File: src/rtl/cpm_pkg.sv
// Shared defaults and the queue entry layout for the CPM request queue.
package cpm_pkg;

    localparam int CPM_REQ_DW  = 4;
    localparam int CPM_IDX_AW  = 2;
    localparam int CPM_ADDR_AW = 10;
    localparam int CPM_DEPTH   = 4;

    typedef struct packed {
        logic [CPM_IDX_AW-1:0]  idx;
        logic [CPM_ADDR_AW-1:0] addr;
    } cpm_entry_t;

endpackage

File: src/rtl/cpm_req_que_if.sv
// Request-side, arbiter-side and bank-side bundle of the CPM request queue.
interface cpm_req_que_if
    import cpm_pkg::*;
#(
    parameter int REQ_DW  = CPM_REQ_DW,
    parameter int IDX_AW  = CPM_IDX_AW,
    parameter int ADDR_AW = CPM_ADDR_AW
);
    logic [REQ_DW-1:0]         in_vld;
    logic [REQ_DW-1:0]         in_rdy;
    logic [REQ_DW*IDX_AW-1:0]  in_idx;
    logic [REQ_DW*ADDR_AW-1:0] in_addr;
    logic [REQ_DW-1:0]         REQ_ARB;
    logic [REQ_DW*IDX_AW-1:0]  REQ_IDX;
    logic [REQ_DW-1:0]         GNT_ARB;
    logic [REQ_DW-1:0]         bank_vld;
    logic [REQ_DW*ADDR_AW-1:0] bank_addr;
    logic [REQ_DW*IDX_AW-1:0]  bank_src;
    logic [REQ_DW-1:0]         age_hi;
    logic                      err;

    modport master (
        output in_vld, in_idx, in_addr, GNT_ARB,
        input  in_rdy, REQ_ARB, REQ_IDX, bank_vld, bank_addr, bank_src, age_hi, err
    );

    modport slave (
        input  in_vld, in_idx, in_addr, GNT_ARB,
        output in_rdy, REQ_ARB, REQ_IDX, bank_vld, bank_addr, bank_src, age_hi, err
    );
endinterface

File: src/rtl/cpm_req_fifo.sv
// One per-port request FIFO; pointers carry an extra wrap bit to tell full from empty.
module cpm_req_fifo
    import cpm_pkg::*;
#(
    parameter int DEPTH = CPM_DEPTH
) (
    input  logic       clk,
    input  logic       rst_n,
    input  logic       push,
    input  logic       pop,
    input  cpm_entry_t din,
    output cpm_entry_t dout,
    output logic       empty,
    output logic       full
);
    localparam int PW = $clog2(DEPTH);

    logic [PW:0] wr_ptr;
    logic [PW:0] rd_ptr;
    logic        push_ok;
    logic        pop_ok;
    cpm_entry_t  mem [DEPTH];

    assign empty   = (wr_ptr == rd_ptr);
    assign full    = (wr_ptr[PW] != rd_ptr[PW]) && (wr_ptr[PW-1:0] == rd_ptr[PW-1:0]);
    // full comes from registered pointers, so a same-cycle pop never frees room for a push
    assign push_ok = push & ~full;
    assign pop_ok  = pop & ~empty;
    assign dout    = mem[rd_ptr[PW-1:0]];

    always_ff @(posedge clk or negedge rst_n) begin
        if (!rst_n) begin
            wr_ptr <= '0;
            rd_ptr <= '0;
        end else begin
            if (push_ok) wr_ptr <= wr_ptr + 1'b1;
            if (pop_ok)  rd_ptr <= rd_ptr + 1'b1;
        end
    end

    always_ff @(posedge clk) begin
        if (push_ok) mem[wr_ptr[PW-1:0]] <= din;
    end
endmodule

File: src/rtl/cpm_req_que.sv
// Per-port request queues feeding an external arbiter and driving per-bank strobes.
// Optional head-of-queue age tracking is enabled by defining CPM_REQ_AGE_EN.
module cpm_req_que
    import cpm_pkg::*;
#(
    parameter int REQ_DW  = CPM_REQ_DW,
    parameter int IDX_AW  = CPM_IDX_AW,
    parameter int ADDR_AW = CPM_ADDR_AW,
    parameter int DEPTH   = CPM_DEPTH,
    parameter int AGE_TH  = 8
) (
    input logic           clk,
    input logic           rst_n,
    cpm_req_que_if.slave  bus
);
    logic [REQ_DW-1:0]         empty;
    logic [REQ_DW-1:0]         full;
    logic [REQ_DW-1:0]         pop;
    cpm_entry_t                din  [REQ_DW];
    cpm_entry_t                head [REQ_DW];
    logic [REQ_DW*IDX_AW-1:0]  req_idx;

    logic [REQ_DW-1:0]         bank_vld;
    logic [REQ_DW*ADDR_AW-1:0] bank_addr;
    logic [REQ_DW*IDX_AW-1:0]  bank_src;
    logic                      err;

    logic [REQ_DW-1:0]         bvld_n;
    logic [REQ_DW*ADDR_AW-1:0] baddr_n;
    logic [REQ_DW*IDX_AW-1:0]  bsrc_n;
    logic                      dbl;

    for (genvar i = 0; i < REQ_DW; i++) begin : g_port
        assign din[i] = '{idx:  bus.in_idx[i*IDX_AW +: IDX_AW],
                          addr: bus.in_addr[i*ADDR_AW +: ADDR_AW]};

        cpm_req_fifo #(.DEPTH(DEPTH)) u_fifo (
            .clk   (clk),
            .rst_n (rst_n),
            .push  (bus.in_vld[i]),
            .pop   (pop[i]),
            .din   (din[i]),
            .dout  (head[i]),
            .empty (empty[i]),
            .full  (full[i])
        );
    end

    always_comb begin
        req_idx = '0;
        for (int i = 0; i < REQ_DW; i++) req_idx[i*IDX_AW +: IDX_AW] = head[i].idx;
    end

    assign pop         = bus.GNT_ARB & ~empty;
    assign bus.in_rdy  = ~full;
    assign bus.REQ_ARB = ~empty;
    assign bus.REQ_IDX = req_idx;

    // Ports are scanned high to low so the lowest popping port ends up owning a shared bank.
    always_comb begin
        bvld_n  = '0;
        baddr_n = bank_addr;
        bsrc_n  = bank_src;
        dbl     = 1'b0;
        for (int b = 0; b < REQ_DW; b++) begin
            for (int i = REQ_DW - 1; i >= 0; i--) begin
                if (pop[i] && int'(head[i].idx) == b) begin
                    if (bvld_n[b]) dbl = 1'b1;
                    bvld_n[b]                    = 1'b1;
                    baddr_n[b*ADDR_AW +: ADDR_AW] = head[i].addr;
                    bsrc_n[b*IDX_AW +: IDX_AW]    = IDX_AW'(i);
                end
            end
        end
    end

    always_ff @(posedge clk or negedge rst_n) begin
        if (!rst_n) begin
            bank_vld  <= '0;
            bank_addr <= '0;
            bank_src  <= '0;
            err       <= 1'b0;
        end else begin
            bank_vld  <= bvld_n;
            bank_addr <= baddr_n;
            bank_src  <= bsrc_n;
            err       <= err | dbl;
        end
    end

    assign bus.bank_vld  = bank_vld;
    assign bus.bank_addr = bank_addr;
    assign bus.bank_src  = bank_src;
    assign bus.err       = err;

`ifdef CPM_REQ_AGE_EN
    logic [3:0]        age   [REQ_DW];
    logic [3:0]        age_n [REQ_DW];
    logic [REQ_DW-1:0] age_hi;

    // A waiting head counts up; an empty queue or a grant (pop) restarts it.
    always_comb begin
        for (int i = 0; i < REQ_DW; i++) begin
            age_n[i] = age[i];
            if (empty[i] || bus.GNT_ARB[i]) age_n[i] = 4'd0;
            else if (age[i] != 4'hF)        age_n[i] = age[i] + 4'd1;
        end
    end

    always_ff @(posedge clk or negedge rst_n) begin
        if (!rst_n) begin
            for (int i = 0; i < REQ_DW; i++) age[i] <= 4'd0;
            age_hi <= '0;
        end else begin
            for (int i = 0; i < REQ_DW; i++) begin
                age[i]    <= age_n[i];
                age_hi[i] <= (32'(age_n[i]) >= AGE_TH);
            end
        end
    end

    assign bus.age_hi = age_hi;
`else
    assign bus.age_hi = '0;
`endif
endmodule
File: src/flat_wrapper.sv
// flat-port wrapper written by rule: the top's interface ports become plain ports
module cpm_req_que_flat import cpm_pkg::*;
#(
    parameter int REQ_DW  = CPM_REQ_DW,
    parameter int IDX_AW  = CPM_IDX_AW,
    parameter int ADDR_AW = CPM_ADDR_AW,
    parameter int DEPTH   = CPM_DEPTH,
    parameter int AGE_TH  = 8
)
  (clk, rst_n, bus_in_vld, bus_in_idx, bus_in_addr, bus_GNT_ARB, bus_in_rdy, bus_REQ_ARB, bus_REQ_IDX, bus_bank_vld, bus_bank_addr, bus_bank_src, bus_age_hi, bus_err);
  cpm_req_que_if #(.REQ_DW(REQ_DW), .IDX_AW(IDX_AW), .ADDR_AW(ADDR_AW)) bus_i ();
  input logic clk;
  input logic rst_n;
  input wire logic [$bits(bus_i.in_vld)-1:0] bus_in_vld;
  input wire logic [$bits(bus_i.in_idx)-1:0] bus_in_idx;
  input wire logic [$bits(bus_i.in_addr)-1:0] bus_in_addr;
  input wire logic [$bits(bus_i.GNT_ARB)-1:0] bus_GNT_ARB;
  output wire logic [$bits(bus_i.in_rdy)-1:0] bus_in_rdy;
  output wire logic [$bits(bus_i.REQ_ARB)-1:0] bus_REQ_ARB;
  output wire logic [$bits(bus_i.REQ_IDX)-1:0] bus_REQ_IDX;
  output wire logic [$bits(bus_i.bank_vld)-1:0] bus_bank_vld;
  output wire logic [$bits(bus_i.bank_addr)-1:0] bus_bank_addr;
  output wire logic [$bits(bus_i.bank_src)-1:0] bus_bank_src;
  output wire logic [$bits(bus_i.age_hi)-1:0] bus_age_hi;
  output wire logic [$bits(bus_i.err)-1:0] bus_err;
  assign bus_i.in_vld = bus_in_vld;
  assign bus_i.in_idx = bus_in_idx;
  assign bus_i.in_addr = bus_in_addr;
  assign bus_i.GNT_ARB = bus_GNT_ARB;
  assign bus_in_rdy = bus_i.in_rdy;
  assign bus_REQ_ARB = bus_i.REQ_ARB;
  assign bus_REQ_IDX = bus_i.REQ_IDX;
  assign bus_bank_vld = bus_i.bank_vld;
  assign bus_bank_addr = bus_i.bank_addr;
  assign bus_bank_src = bus_i.bank_src;
  assign bus_age_hi = bus_i.age_hi;
  assign bus_err = bus_i.err;
  cpm_req_que #(.REQ_DW(REQ_DW), .IDX_AW(IDX_AW), .ADDR_AW(ADDR_AW), .DEPTH(DEPTH), .AGE_TH(AGE_TH)) u_core (.clk(clk), .rst_n(rst_n), .bus(bus_i));
endmodule
File: config.mk
export PLATFORM = sky130hd
export DESIGN_NAME = cpm_req_que_flat
export DESIGN_NICKNAME = d
export VERILOG_FILES = /design/src/rtl/cpm_pkg.sv /design/src/rtl/cpm_req_que_if.sv /design/src/rtl/cpm_req_fifo.sv /design/src/rtl/cpm_req_que.sv /design/src/flat_wrapper.sv
export SDC_FILE = /design/constraint.sdc
export NUM_CORES = 1
export LEC_CHECK = 0
export ABC_AREA = 1
export BUFFER_PORTS_ARGS = -buffer_cell sky130_fd_sc_hd__buf_4
export CAP_MARGIN = 0
export CORE_AREA = 2 2 149 151
export CTS_CLUSTER_SIZE = 12
export DETAILED_ROUTE_END_ITERATION = 7
export DIE_AREA = 0 0 151 153
export GPL_TIMING_DRIVEN = 0
export MAX_ROUTING_LAYER = met4
export PLACE_DENSITY = 0.79
export SKIP_LAST_GASP = 1
export SLEW_MARGIN = 20
export SYNTH_ARGS = -nofsm -noshare
export SYNTH_HDL_FRONTEND = slang
export SYNTH_SLANG_ARGS = --single-unit
File: constraint.sdc
create_clock -name clk -period 2.1 [get_ports clk]
set_input_delay 0 -clock clk [delete_from_list [all_inputs] [get_ports clk]]
set_output_delay 0 -clock clk [all_outputs]
set_load 0.03 [all_outputs]
# Word level (Yosys, flattened, before mapping)
# Memory sizes are Yosys's and may differ from the RTL's.
# Index checks and enable logic that the tools add are counted.
# op_classes
shifts	0
n_div	0
reduce_logical	28
n_eq_ne	24
multipliers	0
order_cmp	0
muxes	80
n_addsub	8
n_bitwise	20
# op_table
op	count
10-bit 2-to-1 mux	16
1-bit 2-to-1 mux	48
2-bit 2-to-1 mux	16
3-bit by 1-bit adder with 3-bit output, second input constant	8
1-bit logical AND	20
2-bit equality test, second input constant	8
4-bit nonzero test	4
3-bit equality test	4
1-bit AND	8
2-bit by 1-bit equality test with 1-bit output, second input constant	4
2-bit equality test	4
2-bit zero test	4
1-bit NOT	8
4-bit NOT	2
4-bit AND	1
1-bit inequality test	4
1-bit OR	1
# totals
regBits	77
input_bits	58
romBits	0
word_cells	182
latch_bits	0
memories	4
ram_bits	192
# mem_list
memory	depth	width	read_ports	rd_clocked_by_memory_dff	write_ports	line	rtl
u_core.g_port[0].u_fifo.mem	4	12	1	0	1	cpm_req_fifo.sv:22	cpm_entry_t mem [DEPTH];
u_core.g_port[1].u_fifo.mem	4	12	1	0	1	cpm_req_fifo.sv:22	
u_core.g_port[2].u_fifo.mem	4	12	1	0	1	cpm_req_fifo.sv:22	
u_core.g_port[3].u_fifo.mem	4	12	1	0	1	cpm_req_fifo.sv:22	

# Longest topological paths before layout
# Gate-level depths: netlist (run 1).
# depth
word_depth	30
depth_mapped	15

# By module
# Synthesis (run 1) repeated with hierarchy kept, for this count alone.
# hier_totals
cells_unflattened	1361
area_unflattened_um2	12856.1
# modules_own_cells
mod	instances	area_each_um2	cells_each	seq_area_each_um2
cpm_req_que	1	3960.0	654	1326.3
cpm_req_fifo (u_core.g_port[0].u_fifo)	1	2237.1	176	1591.5
cpm_req_fifo (u_core.g_port[3].u_fifo)	1	2235.9	177	1591.5
cpm_req_fifo (u_core.g_port[1].u_fifo)	1	2214.6	177	1591.5
cpm_req_fifo (u_core.g_port[2].u_fifo)	1	2208.4	177	1591.5

# Least setup slack after synthesis (run 1)
# Ideal clock, no wire load.
# synth_path
path_type	reg2reg
from	register u_core.g_port[1].u_fifo.rd_ptr[0]
to	memory u_core.g_port[1].u_fifo.mem[3][0] (netlist bit) (enable)
path_stages_with_launch	7
t_required_ps	1717
setup_time_ps	383
arrival_time_ps	1816
setup_slack_ps	-99
path_cell_list	dfrtp_1 buf_4 nand2_1 nand2_2 nand4_1 nand2_1 nor2_1
# synth_via
elab_chain_cells	6
# synth_rtl
element	line	rtl
start, declared	cpm_req_fifo.sv:19	logic [PW:0] rd_ptr;
start signal, assigned	cpm_req_fifo.sv:37	if (pop_ok) rd_ptr <= rd_ptr + 1'b1;
2-bit equality test	cpm_req_fifo.sv:25	assign full = (wr_ptr[PW] != rd_ptr[PW]) && (wr_ptr[PW-1:0] == rd_ptr[PW-1:0]);
1-bit logical AND	cpm_req_fifo.sv:25	
1-bit NOT	cpm_req_fifo.sv:27	assign push_ok = push & ~full;
1-bit AND	cpm_req_fifo.sv:27	
1-bit 2-to-1 mux	cpm_req_fifo.sv:42	if (push_ok) mem[wr_ptr[PW-1:0]] <= din;
1-bit 2-to-1 mux (implied by the code)	cpm_req_fifo.sv:42	
end, declared	cpm_req_fifo.sv:22	
# Every way passes these cells.

# Worst setup path after layout (run 1)
# layout_path
from	register u_core.g_port[1].u_fifo.rd_ptr[1]
to	memory u_core.g_port[1].u_fifo.mem[1][3] (netlist bit) (enable)
# Same word-level chain as after synthesis.

==> results of run 1 <==
-- worst register-to-register path, stage by stage, from the launching register on --
cell and delay (ps):
dfrtp_1 490, inv_2 120, nand2_2 80, nand2_2 70
nand4_1 90, nand2_1 260, nor2_2 630
-- layer usage --
metal | vias up | share of wire (%) | routed length, um
met5 | - | 0 | 0
li1 | 4722 | - | -
met2 | 516 | 48 | 16040
met1 | 4760 | 39 | 13170
met4 | 0 | 3.6 | 1207
met3 | 89 | 9.6 | 3213
-- synth_stat cells --
cell and instances:
a21oi_1 40, buf_2 13, buf_4 15, buf_6 5
clkbuf_1 28, clkinv_1 1, conb_1 1, dfrtp_1 77
edfxtp_1 192, ha_1 20, inv_1 59, inv_2 11
inv_4 4, nand2_1 361, nand2_2 7, nand2_4 3
nand3_1 71, nand3_2 3, nand3_4 1, nand4_1 9
nor2_1 172, nor2_2 10, nor2_4 4, nor3_1 1
o21ai_0 95, o21ai_1 12, o21bai_1 2, o22a_1 20
o22ai_1 20, o31ai_1 2, xnor2_1 1, xor2_1 16
-- final cells by class --
cell class | count | area share, %
Multi-Input combinational cell | 874 | 28.17
Timing Repair inverter | 1 | 0.03194
Clock buffer | 48 | 5.007
Tap cell | 280 | 2.236
Sequential cell | 269 | 49.11
Buffer | 61 | 2.380
Clock inverter | 2 | 0.2476
Inverter | 75 | 1.901
Timing Repair Buffer | 198 | 10.92
-- placed cells by master (no fill, tap or decap), drive strengths merged --
cell / instances
a21oi: 40
buf: 174
bufinv: 1
clkbuf: 76
clkinvlp: 2
conb: 4
dfrtp: 77
dlygate4sd3: 57
edfxtp: 192
ha: 20
inv: 75
nand2: 371
nand3: 75
nand4: 9
nor2: 186
nor3: 1
o21ai: 107
o21bai: 2
o22a: 20
o22ai: 20
o31ai: 2
xnor2: 1
xor2: 16
-- power by group through the flow --
| stage | clock [mW] | sequential, mW | combinational (mW) |
|---|---|---|---|
| finish | 4.52 | 8.24 | 15.2 |
| global route | 4.80 | 8.37 | 16.6 |
| CTS | 4.56 | 8.22 | 14.4 |
| detailed placement | 0 | 8.31 | 13.9 |
| global placement | 0 | 8.27 | 13.6 |
| floorplan | 0 | 9.02 | 8.58 |
-- sequential cells by signal, indices dropped and copies added, names as in the netlist --
register / count
u_core.bus.bank_addr: 40
u_core.bus.bank_src: 8
u_core.bus.bank_vld: 4
u_core.bus.err: 1
u_core.g_port.u_fifo.mem: 192
u_core.g_port.u_fifo.rd_ptr: 12
u_core.g_port.u_fifo.wr_ptr: 12
-- through the flow --
stage	hold slack, ps	instances
after detailed placement	201.7	1685
final	104.3	1808
after global routing	163.4	1808
after floorplan	-295.6	1279
after global placement	199.7	1685
after CTS	88.63	1791
-- logic make-up (layout without fill, tap and decap cells) --
kind of cell / after synthesis / in the layout
flip-flops: 269 / 269
AND/OR/NAND/NOR: 642 / 642
AO/OA/AOI/OAI: 191 / 191
buffers and inverters: 136 / 385
other: 1 / 4
XOR/XNOR: 17 / 17
adder cells (fa/ha/maj): 20 / 20
-- timing repair --
| action | in CTS | in global routing |
|---|---|---|
| setup endpoints to repair | 184 | 224 |
| hold buffers | 56 | 1 |
| pin swaps | 0 | 10 |
| setup buffers | 0 | 14 |
| hold endpoints to repair | 287 | 9 |
| resized for setup | 31 | 64 |
| cloned | 0 | 1 |
-- worst max path at each step --
stage / endpoint / cells past startpoint
2_1_floorplan: u_core.g_port[1].u_fifo.mem[0][0]$_DFFE_PP_ / 6
3_3_place_gp: u_core.g_port[1].u_fifo.mem[1][7]$_DFFE_PP_ / 7
3_5_place_dp: u_core.g_port[3].u_fifo.mem[2][4]$_DFFE_PP_ / 7
4_1_cts: u_core.g_port[2].u_fifo.mem[0][4]$_DFFE_PP_ / 7
5_1_grt: u_core.g_port[1].u_fifo.mem[1][3]$_DFFE_PP_ / 6
6_report: u_core.g_port[1].u_fifo.mem[1][3]$_DFFE_PP_ / 6
==> results.py, run 1 <==
metrics = {
    "status": {
        "status": "finished with violations",
        "violations": "setup timing",
    },
    "finish": {
        "drive_above_1_share_pct": 20.48,
        "utilization_pct": 72.92,
        "seq_area_sq_mm": 0.007694,
        "nets": 1585,
        "area_delta_synth_final_pct": 25.92,
        "multi_input_area_sq_mm": 0.004413,
        "n_antenna_cell": 0,
        "stdcell_area_sq_mm": 0.01567,
        "fill_cells": 1515,
    },
    "cts": {
        "insertion_delay_ps": 540,
        "clockBufferDepth": 3,
        "clk_pin_slew_ps": 60,
        "cts.sinks": 269,
        "cts_tree": "yes",
        "h-tree-depth": 1,
        "cts_buffers": 27,
        "cts-root-buf": "clkbuf_16",
    },
    "sta": {
        "finalCritPeriodShare_pct": 100.7,
        "worstMarginPinSlew_ps": 717.3,
        "rsz0062_at_grt": "true",
        "drv_slew": 0,
        "timing.final.crit_period_ps": 2115,
        "final-hold-violation-count": 0,
        "layout_setup_ws_ps": -15.19,
        "slew_headroom_pct": 52.13,
        "fin_setup_tns_ps": -153.6,
        "skew_ps": 13.67,
        "fmax_ghz": 0.4728,
        "setup_viol": 12,
    },
    "drt": {
        "wl_per_cell_um": 18.60,
        "drtIter0Drc": 1037,
        "wl_um": 33630,
        "vias": 10090,
        "vias_per_cell": 5.579,
        "drc_errors": 0,
        "dr.pass1.iters": 5,
        "ant_nets": 0,
    },
    "grt": {
        "gr-total-overflow": 0,
        "grt_pass1_wl_um": 51820,
        "grt_pass1_vias": 9762,
        "grt_antenna_before_repair": 0,
        "met3_usage_pct": 4.239,
        "track_usage_pct": 29.95,
        "use_met1_pct": 40.35,
        "busiest_layer": "met2",
        "grt_max_degree": 78,
        "use_met2_pct": 46.71,
    },
    "place": {
        "dp_hpwl_um": 22090,
        "portBuffers": 126,
        "routabilityCongestion": 1.008,
        "postPlaceCellArea_sq_mm": 0.01377,
        "place_ws_ps": -328.2,
    },
    "power_and_ir_drop": {
        "switching_power_mw": 13.04,
        "clkPwrFrac_pct": 16.1,
        "power.density_mw_per_mm2": 1788,
        "irDropWorstVdd_uv": 1010,
        "switching_share_pct": 46.56,
        "pwr-share-comb_pct": 54.4,
        "p_int_mw": 14.97,
        "power_mw": 28.01,
        "power_frac_seq_pct": 29.4,
        "power_leakage_nw": 6.786,
    },
    "critical_path": {
        "crit_path_start_kind": "flop",
        "crit_start": "u_core.g_port[1].u_fifo.rd_ptr[1]$_DFFE_PN0P_",
        "cp_common_cell": "nand2_2",
        "critPathMaxFanout": 12,
        "endpoint_kind": "flop",
        "path_cells": "inv_2, nand2_2, nand2_2, nand4_1, nand2_1, nor2_2",
        "crit_path_max_incr_delay_ps": 630,
        "cp_top_family": "simple AND/OR/NAND/NOR gates",
        "cp_slowest_cell": "nor2_2",
        "rr_worst_depth": 6,
        "crit_type": "flop to flop",
        "timing.rr.end": "u_core.g_port[1].u_fifo.mem[1][3]$_DFFE_PP_",
        "required_ps": 2270,
        "ff2ff_setup_slack_ps": -20,
        "cp_num_buf_inv": 1,
        "r2r_start": "u_core.g_port[1].u_fifo.rd_ptr[1]$_DFFE_PN0P_",
        "cp_data_arrival_time_ps": 2280,
    },
    "synth": {
        "yosys.area_share.simple_pct": 21.30,
        "synth.area.mux_share_pct": 0,
        "synth_seq_cells": 269,
        "syn_inst": 1276,
        "synth_xor_area_share_pct": 1.197,
        "synthAdderAreaFrac_pct": 2.011,
        "synth_top_family_by_area": "simple AND/OR/NAND/NOR gates",
        "yosysUniqueCellTypes": 32,
        "synthesis.area_sq_mm": 0.01244,
        "avgSynthCellArea_sq_um": 9.751,
        "synth_compound_area_share_pct": 8.568,
        "synth_top_area_cell": "edfxtp_1",
        "yosysSeqAreaShare_pct": 61.83,
        "synth.yosys.warnings": 0,
        "synthDominantCellAreaShare_pct": 46.34,
        "synth_area_leaders": "edfxtp_1, dfrtp_1, nand2_1",
    },
    "die": {
        "design.die.area_sq_mm": 0.02310,
        "row_count": 54,
        "die_h_um": 153,
        "ios": 131,
        "start_util_pct": 57.91,
        "core_region_area_sq_mm": 0.02149,
        "die_w_um": 151,
    },
    "flow_run": {
        "cap_violations": 0,
    },
    "min_path": {
        "hold_depth": 4,
        "min-delay-start": "bus_in_vld[3]",
        "hold_path_class": "input pin to flop",
        "hold_end": "u_core.g_port[3].u_fifo.wr_ptr[1]$_DFFE_PN0P_",
    },
}
Note: power is estimated with default switching activity, not from simulation.
==> inputs of run 2 (changes only) <==
--- a/config.mk
+++ b/config.mk
@@ -8,13 +8,14 @@
 export ABC_AREA = 1
 export BUFFER_PORTS_ARGS = -buffer_cell sky130_fd_sc_hd__buf_4
 export CAP_MARGIN = 0
-export CORE_AREA = 2 2 149 151
+export CORE_AREA = 8 8 155 157
 export CTS_CLUSTER_SIZE = 12
 export DETAILED_ROUTE_END_ITERATION = 7
-export DIE_AREA = 0 0 151 153
+export DIE_AREA = 0 0 163 165
 export GPL_TIMING_DRIVEN = 0
 export MAX_ROUTING_LAYER = met4
 export PLACE_DENSITY = 0.79
+export RECOVER_POWER = 100
 export SKIP_LAST_GASP = 1
 export SLEW_MARGIN = 20
 export SYNTH_ARGS = -nofsm -noshare
==> run 2 against run 1 <==
The flow finishes with violations (hold timing, capacitance limit, slew limit, setup timing). Non-clock buffer count fell by 5. Clock-buffer cell count increased by 2. Combinational power about the same. Worst setup slack worse by 11 ps. Cell count fell by 0.11%. Clock power is 7.5% higher. Critical endpoint is now u_core.g_port[0].u_fifo.mem[1][3]$_DFFE_PP_.
==> results.py, run 2 (synthesized netlist as in run 1, its figures left out) <==
metrics = {
    "drt": {
        "dr.pass1.iters": 5,
        "drc_errors": 0,
        "ant_nets": 0,
        "wl_um": 34720,
        "vias_per_cell": 5.647,
        "drtIter0Drc": 1237,
        "wl_per_cell_um": 19.22,
        "vias": 10200,
    },
    "critical_path": {
        "critPathMaxFanout": 12,
        "required_ps": 2250,
        "crit_type": "flop to flop",
        "endpoint_kind": "flop",
        "cp_data_arrival_time_ps": 2280,
        "crit_path_start_kind": "flop",
    },
    "sta": {
        "slew_headroom_pct": -19.54,
        "fin_setup_tns_ps": -247.9,
        "rsz0062_at_grt": "true",
        "setup_viol": 12,
        "worstMarginPinSlew_ps": 1793,
        "drv_slew": 78,
        "timing.final.crit_period_ps": 2126,
        "finalCritPeriodShare_pct": 101.2,
        "layout_setup_ws_ps": -25.82,
        "skew_ps": 24.50,
        "final-hold-violation-count": 36,
        "fin_hold_ws_ps": -15.30,
        "fmax_ghz": 0.4704,
    },
    "finish": {
        "largest_register_ffs": 192,
        "finish.cell_count_without_fillers": 1806,
        "layout_common_cells": "nand2_1, edfxtp_1, nor2_1, clkbuf_1, o21ai_0",
        "drive_above_1_share_pct": 14.82,
        "fill_cells": 1645,
        "nets": 1581,
        "utilization_pct": 71.42,
        "mostFrequentLayoutCell": "nand2_1",
        "area_delta_synth_final_pct": 23.34,
    },
    "die": {
        "start_util_pct": 57.91,
        "design.die.area_sq_mm": 0.02690,
        "die_w_um": 163,
        "core_region_area_sq_mm": 0.02149,
        "die_h_um": 165,
        "ios": 131,
        "row_count": 54,
    },
    "cts": {
        "cts.sinks": 269,
        "cts-root-buf": "clkbuf_16",
        "insertion_delay_ps": 540,
        "h-tree-depth": 1,
        "cts_buffers": 28,
        "cts_tree": "yes",
        "clk_pin_slew_ps": 60,
        "clockBufferDepth": 3,
    },
    "power_and_ir_drop": {
        "power.density_mw_per_mm2": 1825,
        "irDropWorstVdd_uv": 957.3,
        "power_leakage_nw": 6.444,
    },
    "place": {
        "routabilityCongestion": 0.9710,
        "dp_hpwl_um": 22420,
        "portBuffers": 126,
        "dp_cells": 1685,
    },
    "grt": {
        "gr-total-overflow": 0,
        "grt_pass1_wl_um": 52260,
        "track_usage_pct": 25.78,
        "grt_pass1_vias": 9748,
        "grt_max_degree": 78,
        "grt_antenna_before_repair": 1,
    },
    "status": {
        "status": "finished with violations",
        "violations": "hold timing, capacitance limit, slew limit, setup timing",
    },
    "flow_run": {
        "cap_violations": 1,
    },
    "min_path": {
        "hold_path_class": "input pin to flop",
    },
}
run 2: metal layers:
metal	part of all wire, %	track usage (%)	wire, um
met4	3.2	9.383	1109
met2	48	41.47	16740
met5	0	-	0
met3	9.7	4.811	3357
met1	39	32.35	13510
run 2: per-stage QoR:
| step | instance area [sq um] | worst slack (ps) | power, mW |
|---|---|---|---|
| 3_3_place_gp | 13760 | -233.3 | 21.91 |
| 2_1_floorplan | 12470 | -58.82 | 17.60 |
| 5_1_grt | 15350 | -171.2 | 29.70 |
| 6_report | 15350 | -25.82 | 28.01 |
| 4_1_cts | 15370 | -231.6 | 27.45 |
| 3_5_place_dp | 13760 | -303.3 | 22.25 |
run 2: final timing paths:
kind,from,endpoint,slack (ps),depth (start not counted)
setup / recovery,u_core.g_port[0].u_fifo.rd_ptr[0]$_DFFE_PN0P_,u_core.g_port[0].u_fifo.mem[1][3]$_DFFE_PP_,-30,7
hold / removal,bus_in_vld[3],u_core.g_port[3].u_fifo.mem[2][10]$_DFFE_PP_,-20,3
setup reg to reg,u_core.g_port[0].u_fifo.rd_ptr[0]$_DFFE_PN0P_,u_core.g_port[0].u_fifo.mem[1][3]$_DFFE_PP_,-30,7
hold reg to reg,u_core.bus.bank_addr[35]$_DFFE_PN0P_,u_core.bus.bank_addr[35]$_DFFE_PN0P_,490,2
max in group asynchronous,rst_n,u_core.g_port[0].u_fifo.rd_ptr[1]$_DFFE_PN0P_,460,2
min in group asynchronous,rst_n,u_core.g_port[0].u_fifo.wr_ptr[0]$_DFFE_PN0P_,480,2
run 2: area by class of cell:
cell class	count	area (sq um)	share of cell area [%]
multi-input combinational	874	4482	29.21
timing repair inverter	1	7.507	0.04892
sequential	269	7694	50.13
buffer	61	372.9	2.430
clock inverter	2	10.01	0.06523
timing repair buffer	193	1222	7.966
clock buffer	50	907.1	5.911
antenna	1	2.502	0.01631
inverter	75	297.8	1.940
tap	280	350.3	2.283
run 2: power breakdown:
group | switching [mW] | internal [mW]
sequential | 0.798 | 7.42
combinational | 10.5 | 4.45
clock | 1.96 | 2.90
total | 13.2 | 14.8
run 2: timing repair:
action / in CTS / in global routing
hold buffers: 57 / 0
pin swaps: 0 / 13
setup buffers: 0 / 9
gates cloned: 0 / 2
endpoints found under the hold margin: 289 / 0
endpoints found under the setup margin: 183 / 239
gates resized for setup: 26 / 92
run 2: worst max-delay path, stage by stage, from the launching register on:
cell and delay, ps:
dfrtp_1 370, buf_6 150, inv_4 60, nand2_1 80
nand2_2 60, nand4_1 120, nand2_1 260, nor2_2 650
==> inputs of run 3 (changes only) <==
--- a/config.mk
+++ b/config.mk
@@ -5,13 +5,13 @@
 export SDC_FILE = /design/constraint.sdc
 export NUM_CORES = 1
 export LEC_CHECK = 0
-export ABC_AREA = 1
 export BUFFER_PORTS_ARGS = -buffer_cell sky130_fd_sc_hd__buf_4
 export CAP_MARGIN = 0
-export CORE_AREA = 8 8 155 157
+export CORE_AREA = 8 8 151 153
+export CTS_BUF_LIST = sky130_fd_sc_hd__clkbuf_16
 export CTS_CLUSTER_SIZE = 12
 export DETAILED_ROUTE_END_ITERATION = 7
-export DIE_AREA = 0 0 163 165
+export DIE_AREA = 0 0 159 161
 export GPL_TIMING_DRIVEN = 0
 export MAX_ROUTING_LAYER = met4
 export PLACE_DENSITY = 0.79
==> run 3 against run 2 <==
The run ends with capacitance limit, slew limit, setup timing left. Clock skew is 8.3 ps lower. Utilization is 2.0 points higher. Synthesized cell count is 39% lower. Maximum frequency is 17% lower. Worst hold slack better by 280 ps. Cell count is 26% lower. Largest power group unchanged. Sequential share of layout area is 0.85 points higher.
==> results.py, run 3 <==
metrics = {
    "sta": {
        "final-hold-violation-count": 0,
        "setup_viol": 48,
        "drv_slew": 78,
        "layout_setup_ws_ps": -448.6,
        "worstMarginPinSlew_ps": 1816,
        "slew_headroom_pct": -21.04,
        "rsz0062_at_grt": "true",
        "timing.final.crit_period_ps": 2549,
        "finalCritPeriodShare_pct": 121.4,
        "fmax_ghz": 0.3924,
        "skew_ps": 16.23,
    },
    "min_path": {
        "hold_end": "u_core.g_port[0].u_fifo.mem[3][4]$_DFFE_PP_",
        "hold_depth": 2,
        "min-delay-start": "bus_in_addr[4]",
        "hold_path_class": "input pin to flop",
    },
    "finish": {
        "nets": 1111,
        "layout_common_cells": "edfxtp_1, clkbuf_1, dfrtp_1, buf_4",
        "drive_above_1_share_pct": 25.81,
        "mostFrequentLayoutCell": "edfxtp_1",
        "largest_register_ffs": 192,
        "finish.cell_count_without_fillers": 1329,
        "area_delta_synth_final_pct": 27.97,
        "n_antenna_cell": 0,
    },
    "die": {
        "start_util_pct": 57.36,
        "die_w_um": 159,
        "die_h_um": 161,
        "row_count": 53,
        "design.die.area_sq_mm": 0.02560,
        "ios": 131,
        "core_region_area_sq_mm": 0.02056,
    },
    "drt": {
        "wl_um": 32440,
        "vias_per_cell": 6.127,
        "dr.pass1.iters": 8,
        "vias": 8143,
        "drc_errors": 0,
        "drtIter0Drc": 949,
        "ant_nets": 0,
        "wl_per_cell_um": 24.41,
    },
    "synth": {
        "avgSynthCellArea_sq_um": 15.12,
        "post-synth-top-count-cell": "edfxtp_1",
        "synthesis.area_sq_mm": 0.01179,
        "async_flop_share_pct": 28.62,
        "synth_area_leaders": "edfxtp_1, dfrtp_1, mux4_2",
        "synthTopCellsByCount": "edfxtp_1, dfrtp_1, nand2_1",
        "yosys_most_used_dff": "edfxtp_1",
        "yosysSeqAreaShare_pct": 65.24,
        "synth_xor_area_share_pct": 2.600,
        "synth_seq_cells": 269,
        "synth-edff-count": 192,
        "synth.area.mux_share_pct": 12.17,
        "syn_inst": 780,
        "synth_top_area_cell": "edfxtp_1",
        "synthDominantCellAreaShare_pct": 48.90,
        "yosysUniqueCellTypes": 57,
        "synth_top_family_by_area": "multiplexers",
        "synth_compound_area_share_pct": 8.436,
        "synthAdderAreaFrac_pct": 2.122,
        "yosys.area_share.simple_pct": 6.632,
        "synth.yosys.warnings": 0,
    },
    "place": {
        "dp_hpwl_um": 19960,
        "routabilityCongestion": 0.9465,
        "dp_cells": 1184,
        "portBuffers": 126,
    },
    "status": {
        "status": "finished with violations",
        "violations": "capacitance limit, slew limit, setup timing",
    },
    "cts": {
        "cts-root-buf": "clkbuf_16",
        "h-tree-depth": 1,
        "cts.sinks": 269,
        "clockBufferDepth": 3,
        "cts_buffers": 27,
        "clk_pin_slew_ps": 60,
        "cts_tree": "yes",
        "insertion_delay_ps": 540,
    },
    "critical_path": {
        "required_ps": 2570,
        "endpoint_kind": "flop",
        "r2r_start": "u_core.g_port[1].u_fifo.rd_ptr[0]$_DFFE_PN0P_",
        "critPathMaxFanout": 10,
        "crit_type": "flop to flop",
        "rr_worst_depth": 7,
        "crit_path_start_kind": "flop",
        "timing.rr.end": "u_core.bus.bank_addr[28]$_DFFE_PN0P_",
        "ff2ff_setup_slack_ps": -450,
        "cp_data_arrival_time_ps": 3020,
    },
    "grt": {
        "grt_antenna_before_repair": 0,
        "gr-total-overflow": 0,
        "grt_pass1_vias": 8216,
        "grt_max_degree": 78,
        "grt_pass1_wl_um": 46370,
        "track_usage_pct": 23.95,
    },
    "power_and_ir_drop": {
        "power_mw": 27.93,
        "power.density_mw_per_mm2": 1851,
        "irDropWorstVdd_uv": 950.4,
        "power_leakage_nw": 5.656,
    },
    "flow_run": {
        "cap_violations": 1,
    },
}
[run 3: cell types whose count changed in the layout (fill, tap and decap cells not counted), sizes merged, moves of 26 or more]
cell / before / now
nand2: 371 / 58
nor2: 186 / 51
o21ai: 107 / 25
nand3: 75 / 5
mux4: 0 / 47
inv: 74 / 32
mux2i: 0 / 32
a31oi: 0 / 31
a21oi: 40 / 14
[run 3: power by group]
part / switching [mW] / internal [mW] / total, mW
clock network: 1.92 / 2.51 / 4.43
registers: 1.00 / 7.49 / 8.49
logic: 9.02 / 5.99 / 15.0
total: 11.9 / 16.0 / 27.9
[run 3: kinds of logic after synthesis]
kind of cell	count (synthesis)
AO/OA/AOI/OAI	142
XOR/XNOR	35
adder cells (fa/ha/maj)	20
buffers and inverters	64
flip-flops	269
multiplexers	84
other	1
AND/OR/NAND/NOR	165
[run 3: what timing repair did]
| item | CTS | global route |
|---|---|---|
| cloned | 2 | 5 |
| pin swaps | 21 | 34 |
| hold buffers | 57 | 0 |
| setup buffers | 15 | 21 |
| gates resized for setup | 37 | 118 |
| endpoints found under the setup margin | 101 | 214 |
| hold endpoints to repair | 288 | 0 |
[run 3: final cells by class]
type / count / area [sq um]
Sequential cell: 269 / 7694
Fill cell: 1285 / 5468
Multi-Input combinational cell: 451 / 4267
Timing Repair Buffer: 225 / 1562
Clock buffer: 28 / 700.7
Buffer: 45 / 356.6
Tap cell: 275 / 344.1
Clock inverter: 22 / 113.9
Inverter: 14 / 52.55
[run 3: through the flow]
stage | setup TNS [ps] | area (sq um) | setup slack, ps | hold slack, ps | utilization, %
final | -14530 | 15090 | -448.6 | 268.3 | 73.40
after global routing | -16740 | 15090 | -464.9 | 257.1 | 73.40
after CTS | -13320 | 14830 | -377.9 | 186.7 | 72.15
after detailed placement | -24870 | 13140 | -552.6 | 202.1 | 63.94
after global placement | -20160 | 13140 | -503.6 | 200.9 | 63.94
after floorplan | -9295 | 11850 | -312.3 | -295.6 | -
[run 3: layer usage]
metal | global-route usage, % | up-vias | wire length (um)
met1 | 30.03 | 3988 | 12510
met4 | 10.59 | 0 | 1439
met5 | - | - | 0
li1 | - | 3487 | -
met3 | 4.785 | 142 | 2712
met2 | 37.72 | 526 | 15780
[run 3: critical path, stage by stage (launching register included)]
cell,delay (ps)
dfrtp_1,370
buf_6,140
mux4_2,640
nand3b_1,240
clkbuf_1,410
o21ai_0,200
a21oi_1,280
o22a_1,210
[run 3: worst max-delay path by stage]
stage,startpoint,endpoint,slack (ps),cells after the start
after detailed placement,u_core.g_port[2].u_fifo.rd_ptr[1]$_DFFE_PN0P_,u_core.bus.bank_addr[21]$_DFFE_PN0P_,-550,8
after global placement,u_core.g_port[3].u_fifo.rd_ptr[0]$_DFFE_PN0P_,u_core.bus.bank_addr[18]$_DFFE_PN0P_,-500,8
final,u_core.g_port[1].u_fifo.rd_ptr[0]$_DFFE_PN0P_,u_core.bus.bank_addr[28]$_DFFE_PN0P_,-450,7
after global routing,u_core.g_port[2].u_fifo.rd_ptr[0]$_DFFE_PN0P_,u_core.bus.err$_DFF_PN0_,-460,9
after floorplan,u_core.g_port[2].u_fifo.rd_ptr[0]$_DFFE_PN0P_,u_core.bus.bank_addr[11]$_DFFE_PN0P_,-310,9
after CTS,u_core.g_port[2].u_fifo.rd_ptr[0]$_DFFE_PN0P_,u_core.bus.bank_addr[21]$_DFFE_PN0P_,-380,8
